===== config.mk =====
export PLATFORM = sky130hd
export DESIGN_NAME = writeback_unit
export DESIGN_NICKNAME = d
export VERILOG_FILES = /design/src/rtl/wb_pkg.sv /design/src/rtl/wb_regfile.sv /design/src/rtl/writeback_unit.sv
export SDC_FILE = /design/constraint.sdc
export NUM_CORES = 2
export LEC_CHECK = 0
export CORE_ASPECT_RATIO = 0.5
export CORE_MARGIN = 2
export CORE_UTILIZATION = 50
export DETAILED_ROUTE_END_ITERATION = 6
export PLACE_DENSITY = 0.67
export SLEW_MARGIN = 20
export SYNTH_ARGS = -nofsm -noshare
export SYNTH_HDL_FRONTEND = slang
export SYNTH_SLANG_ARGS = --single-unit

===== constraint.sdc =====
create_clock -name clock -period 63.1 [get_ports clock]
set_input_delay 18.93 -clock clock [delete_from_list [all_inputs] [get_ports clock]]
set_output_delay 18.93 -clock clock [all_outputs]
set_load 0.02 [all_outputs]

===== src/rtl/wb_pkg.sv =====
// Shared definitions for the writeback unit: execute-bus layout and FSM state type.
// Optional feature macro used by writeback_unit: WB_BYPASS_EN.
package wb_pkg;

    localparam int unsigned WB_W      = 71;
    localparam int unsigned XLEN      = 32;
    localparam int unsigned NUM_REGS  = 32;
    localparam int unsigned REG_AW    = 5;
    localparam int unsigned FCNT_W    = 3;

    localparam int unsigned WB_DATA_LSB = 0;
    localparam int unsigned WB_DATA_MSB = 31;
    localparam int unsigned WB_PC_LSB   = 32;
    localparam int unsigned WB_PC_MSB   = 63;
    localparam int unsigned WB_DEST_LSB = 64;
    localparam int unsigned WB_DEST_MSB = 68;
    localparam int unsigned WB_BR_BIT   = 69;
    localparam int unsigned WB_WEN_BIT  = 70;

    typedef enum logic {
        ST_RUN   = 1'b0,
        ST_FLUSH = 1'b1
    } wb_state_e;

endpackage


===== src/rtl/wb_regfile.sv =====
// 32x32 register file: one write port, two combinational read ports, r0 hardwired to zero.
module wb_regfile
    import wb_pkg::*;
(
    input  logic              clk_i,
    input  logic              rst_i,
    input  logic              we_i,
    input  logic [REG_AW-1:0] waddr_i,
    input  logic [XLEN-1:0]   wdata_i,
    input  logic [REG_AW-1:0] raddr_a_i,
    input  logic [REG_AW-1:0] raddr_b_i,
    output logic [XLEN-1:0]   rdata_a_o,
    output logic [XLEN-1:0]   rdata_b_o
);

    logic [XLEN-1:0] regs_q [NUM_REGS];

    always_ff @(posedge clk_i or posedge rst_i) begin
        if (rst_i) begin
            for (int unsigned i = 0; i < NUM_REGS; i++) begin
                regs_q[i] <= '0;
            end
        end else if (we_i && (waddr_i != '0)) begin
            regs_q[waddr_i] <= wdata_i;
        end
    end

    assign rdata_a_o = (raddr_a_i == '0) ? '0 : regs_q[raddr_a_i];
    assign rdata_b_o = (raddr_b_i == '0) ? '0 : regs_q[raddr_b_i];

endmodule


===== src/rtl/writeback_unit.sv =====
// Writeback stage: register file update, branch redirect and upstream flush sequencing.
// Define WB_BYPASS_EN to forward the same-cycle write data onto matching read ports.
module writeback_unit
    import wb_pkg::*;
#(
    parameter int unsigned FLUSH_CYCLES = 2
) (
    input  logic              clock,
    input  logic              reset,
    input  logic [WB_W-1:0]   ex_wb,
    input  logic              ex_valid,
    input  logic [REG_AW-1:0] rs_addr,
    input  logic [REG_AW-1:0] rt_addr,
    output logic [XLEN-1:0]   rs_data,
    output logic [XLEN-1:0]   rt_data,
    output logic              redirect_valid,
    output logic [XLEN-1:0]   redirect_pc,
    output logic              flush,
    output logic [XLEN-1:0]   retired
);

    logic [XLEN-1:0]   wb_data;
    logic [XLEN-1:0]   wb_pc;
    logic [REG_AW-1:0] wb_dest;
    logic              wb_br;
    logic              wb_wen;

    assign wb_data = ex_wb[WB_DATA_MSB:WB_DATA_LSB];
    assign wb_pc   = ex_wb[WB_PC_MSB:WB_PC_LSB];
    assign wb_dest = ex_wb[WB_DEST_MSB:WB_DEST_LSB];
    assign wb_br   = ex_wb[WB_BR_BIT];
    assign wb_wen  = ex_wb[WB_WEN_BIT];

    wb_state_e         state_q;
    logic [FCNT_W-1:0] fcnt_q;
    logic              redirect_valid_q;
    logic [XLEN-1:0]   redirect_pc_q;
    logic [XLEN-1:0]   retired_q;
    logic [XLEN-1:0]   retired_d;
    logic              accept;
    logic              rf_we;

    assign accept    = ex_valid && (state_q == ST_RUN);
    assign rf_we     = accept && wb_wen && (wb_dest != '0);
    assign retired_d = retired_q + 32'd1;

    always_ff @(posedge clock or posedge reset) begin
        if (reset) begin
            state_q          <= ST_RUN;
            fcnt_q           <= '0;
            redirect_valid_q <= 1'b0;
            redirect_pc_q    <= '0;
            retired_q        <= '0;
        end else begin
            redirect_valid_q <= 1'b0;
            if (accept) begin
                retired_q <= retired_d;
                if (wb_br) begin
                    redirect_pc_q    <= wb_pc;
                    redirect_valid_q <= 1'b1;
                    state_q          <= ST_FLUSH;
                    fcnt_q           <= FCNT_W'(FLUSH_CYCLES - 1);
                end
            end else if (state_q == ST_FLUSH) begin
                // Counter holds remaining flush cycles after the current one.
                if (fcnt_q == '0) begin
                    state_q <= ST_RUN;
                end else begin
                    fcnt_q <= fcnt_q - 1'b1;
                end
            end
        end
    end

    logic [XLEN-1:0] rs_rf;
    logic [XLEN-1:0] rt_rf;

    wb_regfile u_regfile (
        .clk_i     (clock),
        .rst_i     (reset),
        .we_i      (rf_we),
        .waddr_i   (wb_dest),
        .wdata_i   (wb_data),
        .raddr_a_i (rs_addr),
        .raddr_b_i (rt_addr),
        .rdata_a_o (rs_rf),
        .rdata_b_o (rt_rf)
    );

`ifdef WB_BYPASS_EN
    assign rs_data = (rf_we && (rs_addr == wb_dest)) ? wb_data : rs_rf;
    assign rt_data = (rf_we && (rt_addr == wb_dest)) ? wb_data : rt_rf;
`else
    assign rs_data = rs_rf;
    assign rt_data = rt_rf;
`endif

    assign redirect_valid = redirect_valid_q;
    assign redirect_pc    = redirect_pc_q;
    assign flush          = (state_q == ST_FLUSH);
    assign retired        = retired_q;

endmodule


==> flow_summary.toml <==
[layout]
final_cell_mix = "dfrtp_1 (1093), mux2_2 (1077), mux4_2 (512)"
final_util_pct = 56.4
final_nets = 3798
synthToLayoutAreaGrowth_pct = 11.2
final_common_cell = "dfrtp_1"
drive_gt1_share_pct = 50.4
layout.cells.non_filler = 5311

[global_routing]
grt-ovfl-total = 0
grt_max_degree = 150
grt_usage_pct = 29.6
grt_first_pass_wirelength_mm = 256
antenna_found_initial = 3
grt_pass1_vias = 37400

[sta]
hold_viol_final = 0
setup_viol = 0
grt_setup_unrepaired = "false"
worst_pin_slew_ps = 1160
min_period_ps = 42120
timing.setup.tns_ps = 0
fmax_mhz = 23.7
period_share_pct = 66.7
whs_ps = 395
slew_viol_final = 0
relSlewSlack_pct = 22.5
fin_skew_ps = 16.8

[routing]
wl_mm = 173
routed-via-count = 35700
drt_iter0_drc = 3293
wl_per_cell_um = 32.7
drt_pass1_iterations = 7
ant_nets = 0
drc = 0
viasPerCell = 6.72

[placed_design]
numPortBuffers = 213
dp_hpwl_mm = 95.1
place_inst = 5121
gp_congestion = 0.802

[clock_tree]
numCtsBuffers = 101
clock-root-buffer = "clkbuf_16"
clock_latency_ps = 730
hold_buffers = 0
cts_resized = 0
cts_buffer_depth = 3
cts_max_level = 3
cts.sinks = 1093
cts_tree = "yes"
cts_setup_buffers = 0
clkTransAtPathRegs_ps = 70

[worst_setup_path]
r2r_end = "u_regfile.regs_q[331]$_DFFE_PP0P_"
required_ps = 44170
cp.arrival_ps = 23190
r2r_setup_slack_ps = 59320
crit_top_cell = "buf_4"
worst-setup-path-type = "input pin to primary output"
cp_max_fo = 86
cp-startpoint = "rs_addr[2]"
r2r_start = "flush$_DFFE_PP0P_"
worst-path-buf-inv = 4
setup.worst_path.end_class = "primary output"
r2r_cells = 5
cp-start-kind = "input pin"
cp_slowest_cell = "buf_4"
crit_chain = "buf_8, buf_4, buf_4, mux4_2, mux2i_1, nor2_1, a221oi_1, a21oi_1, clkdlybuf4s50_1"
path_delay_family = "buffers and inverters"
crit_path_max_incr_delay_ps = 820

[die]
die_h_um = 244
die_area_um2 = 118000
core_area_um2 = 113000
start_util_pct = 50.7
fp-row-count = 87
io-pin-count = 214
die_w_um = 484

[flow_run]
maxCapViolCount = 0

[synthesis]
synthCells = 3726
netlist_top_cells_area = "dfrtp_1 (48%), mux2_2 (21%), mux4_2 (20%), buf_2 (1.4%), mux2i_1 (1.4%)"
synth_edf_count = 0
synth_area_per_cell_um2 = 15.4
synth_ff_type = "dfrtp_1"
synth_top_area_cell = "dfrtp_1"
syn_area_um2 = 57500
ys_warn_count = 0
syn_nets = 3813
ys_seq_area_share_pct = 47.6
synth_seq_cells = 1093
async_flop_share_pct = 100
netlist.area_leader.share_pct = 47.6
yosys.cell_types.count = 41

[min_path]
holdPathStages = 0
hold-path-endpoint = "u_regfile.regs_q[996]$_DFFE_PP0P_"
hold_start = "u_regfile.regs_q[996]$_DFFE_PP0P_"
min_path_type = "flop to flop"

[pwr]
power.density_nw_per_um2 = 30.1
p_leak_uw = 0.0286
total_power_uw = 1920
max-vdd-ir-drop_mv = 0.0245

[run_status]
status = "completed"
## cells in the mapped netlist, types with 20 or more instances
library cell	n
a22oi_1	45
clkbuf_1	167
mux2i_1	83
dfrtp_1	1093
buf_6	22
nor2_1	40
mux2_1	57
mux2_2	1077
xnor2_1	27
buf_4	51
mux4_2	512
nand3_1	20
a31oi_1	45
o21ai_0	51
nand2_1	69
buf_2	166
a21oi_1	83
## through the flow
step | instance area [um2] | worst slack (ps)
after floorplan | 57500 | 13400
after global placement | 60400 | 21000
after detailed placement | 60400 | 20980
after CTS | 64000 | 20990
after global routing | 64000 | 20800
final | 64000 | 20980
## where the power goes
part           leakage (uW)  total [uW]  internal, uW  switching (uW)
sequential           0.0148         877           803            73.8
clock               0.00180         676           390             286
combinational        0.0120         371           211             160
## cells by family (layout without fill, tap and decap cells)
family / after synthesis / in the layout / share of synthesized area (%)
multiplexers: 1729 / 1729 / 43.7
flip-flops: 1093 / 1093 / 47.6
buffers and inverters: 421 / 489 / 3.73
AO/OA/AOI/OAI: 258 / 258 / 2.66
AND/OR/NAND/NOR: 191 / 191 / 1.82
XOR/XNOR: 31 / 31 / 0.472
adder cells (fa/ha/maj): 3 / 3 / 0.0653
other: 0 / 4 / 0
## metal layers
layer | vias up | global-route usage, % | part of all wire, %
met4 | 4 | 10.1 | 3.4
met3 | 321 | 7.01 | 8.4
li1 | 14300 | - | -
met1 | 19600 | 41.2 | 42
met5 | - | 0 | 0.016
met2 | 1494 | 46.2 | 46
## final cells by class
cell class                      count  area, um2
Sequential cell                  1093      27400
Inverter                            6       30.0
Timing Repair Buffer              297       2800
Multi-Input combinational cell   2212      28300
Clock inverter                     44        621
Tap cell                         1513       1890
Clock buffer                      142       3010
Antenna cell                        4       10.0
Fill cell                        8963      49400
## worst max-delay path by stage
stage          depth (start not counted)                    end
5_1_grt                                9             rs_data[6]
2_1_floorplan                          1  fcnt_q[0]$_DFFE_PP0P_
6_report                               9            rs_data[16]
4_1_cts                                9             rs_data[6]
3_3_place_gp                           9             rs_data[6]
3_5_place_dp                           9             rs_data[6]
## sequential cells by signal, indices dropped and copies added (netlist names)
name,count
fcnt_q,3
redirect_valid,1
u_regfile.regs_q,1024
retired,32
flush,1
redirect_pc,32
## worst reg2reg max path: cells and delay by family (launching register included)
kind	cells	cell delay (ps)
AND/OR/NAND/NOR	3	2010
buffers and inverters	1	740
flip-flops	1	460
multiplexers	1	460
(Power assumes the default switching activity.)
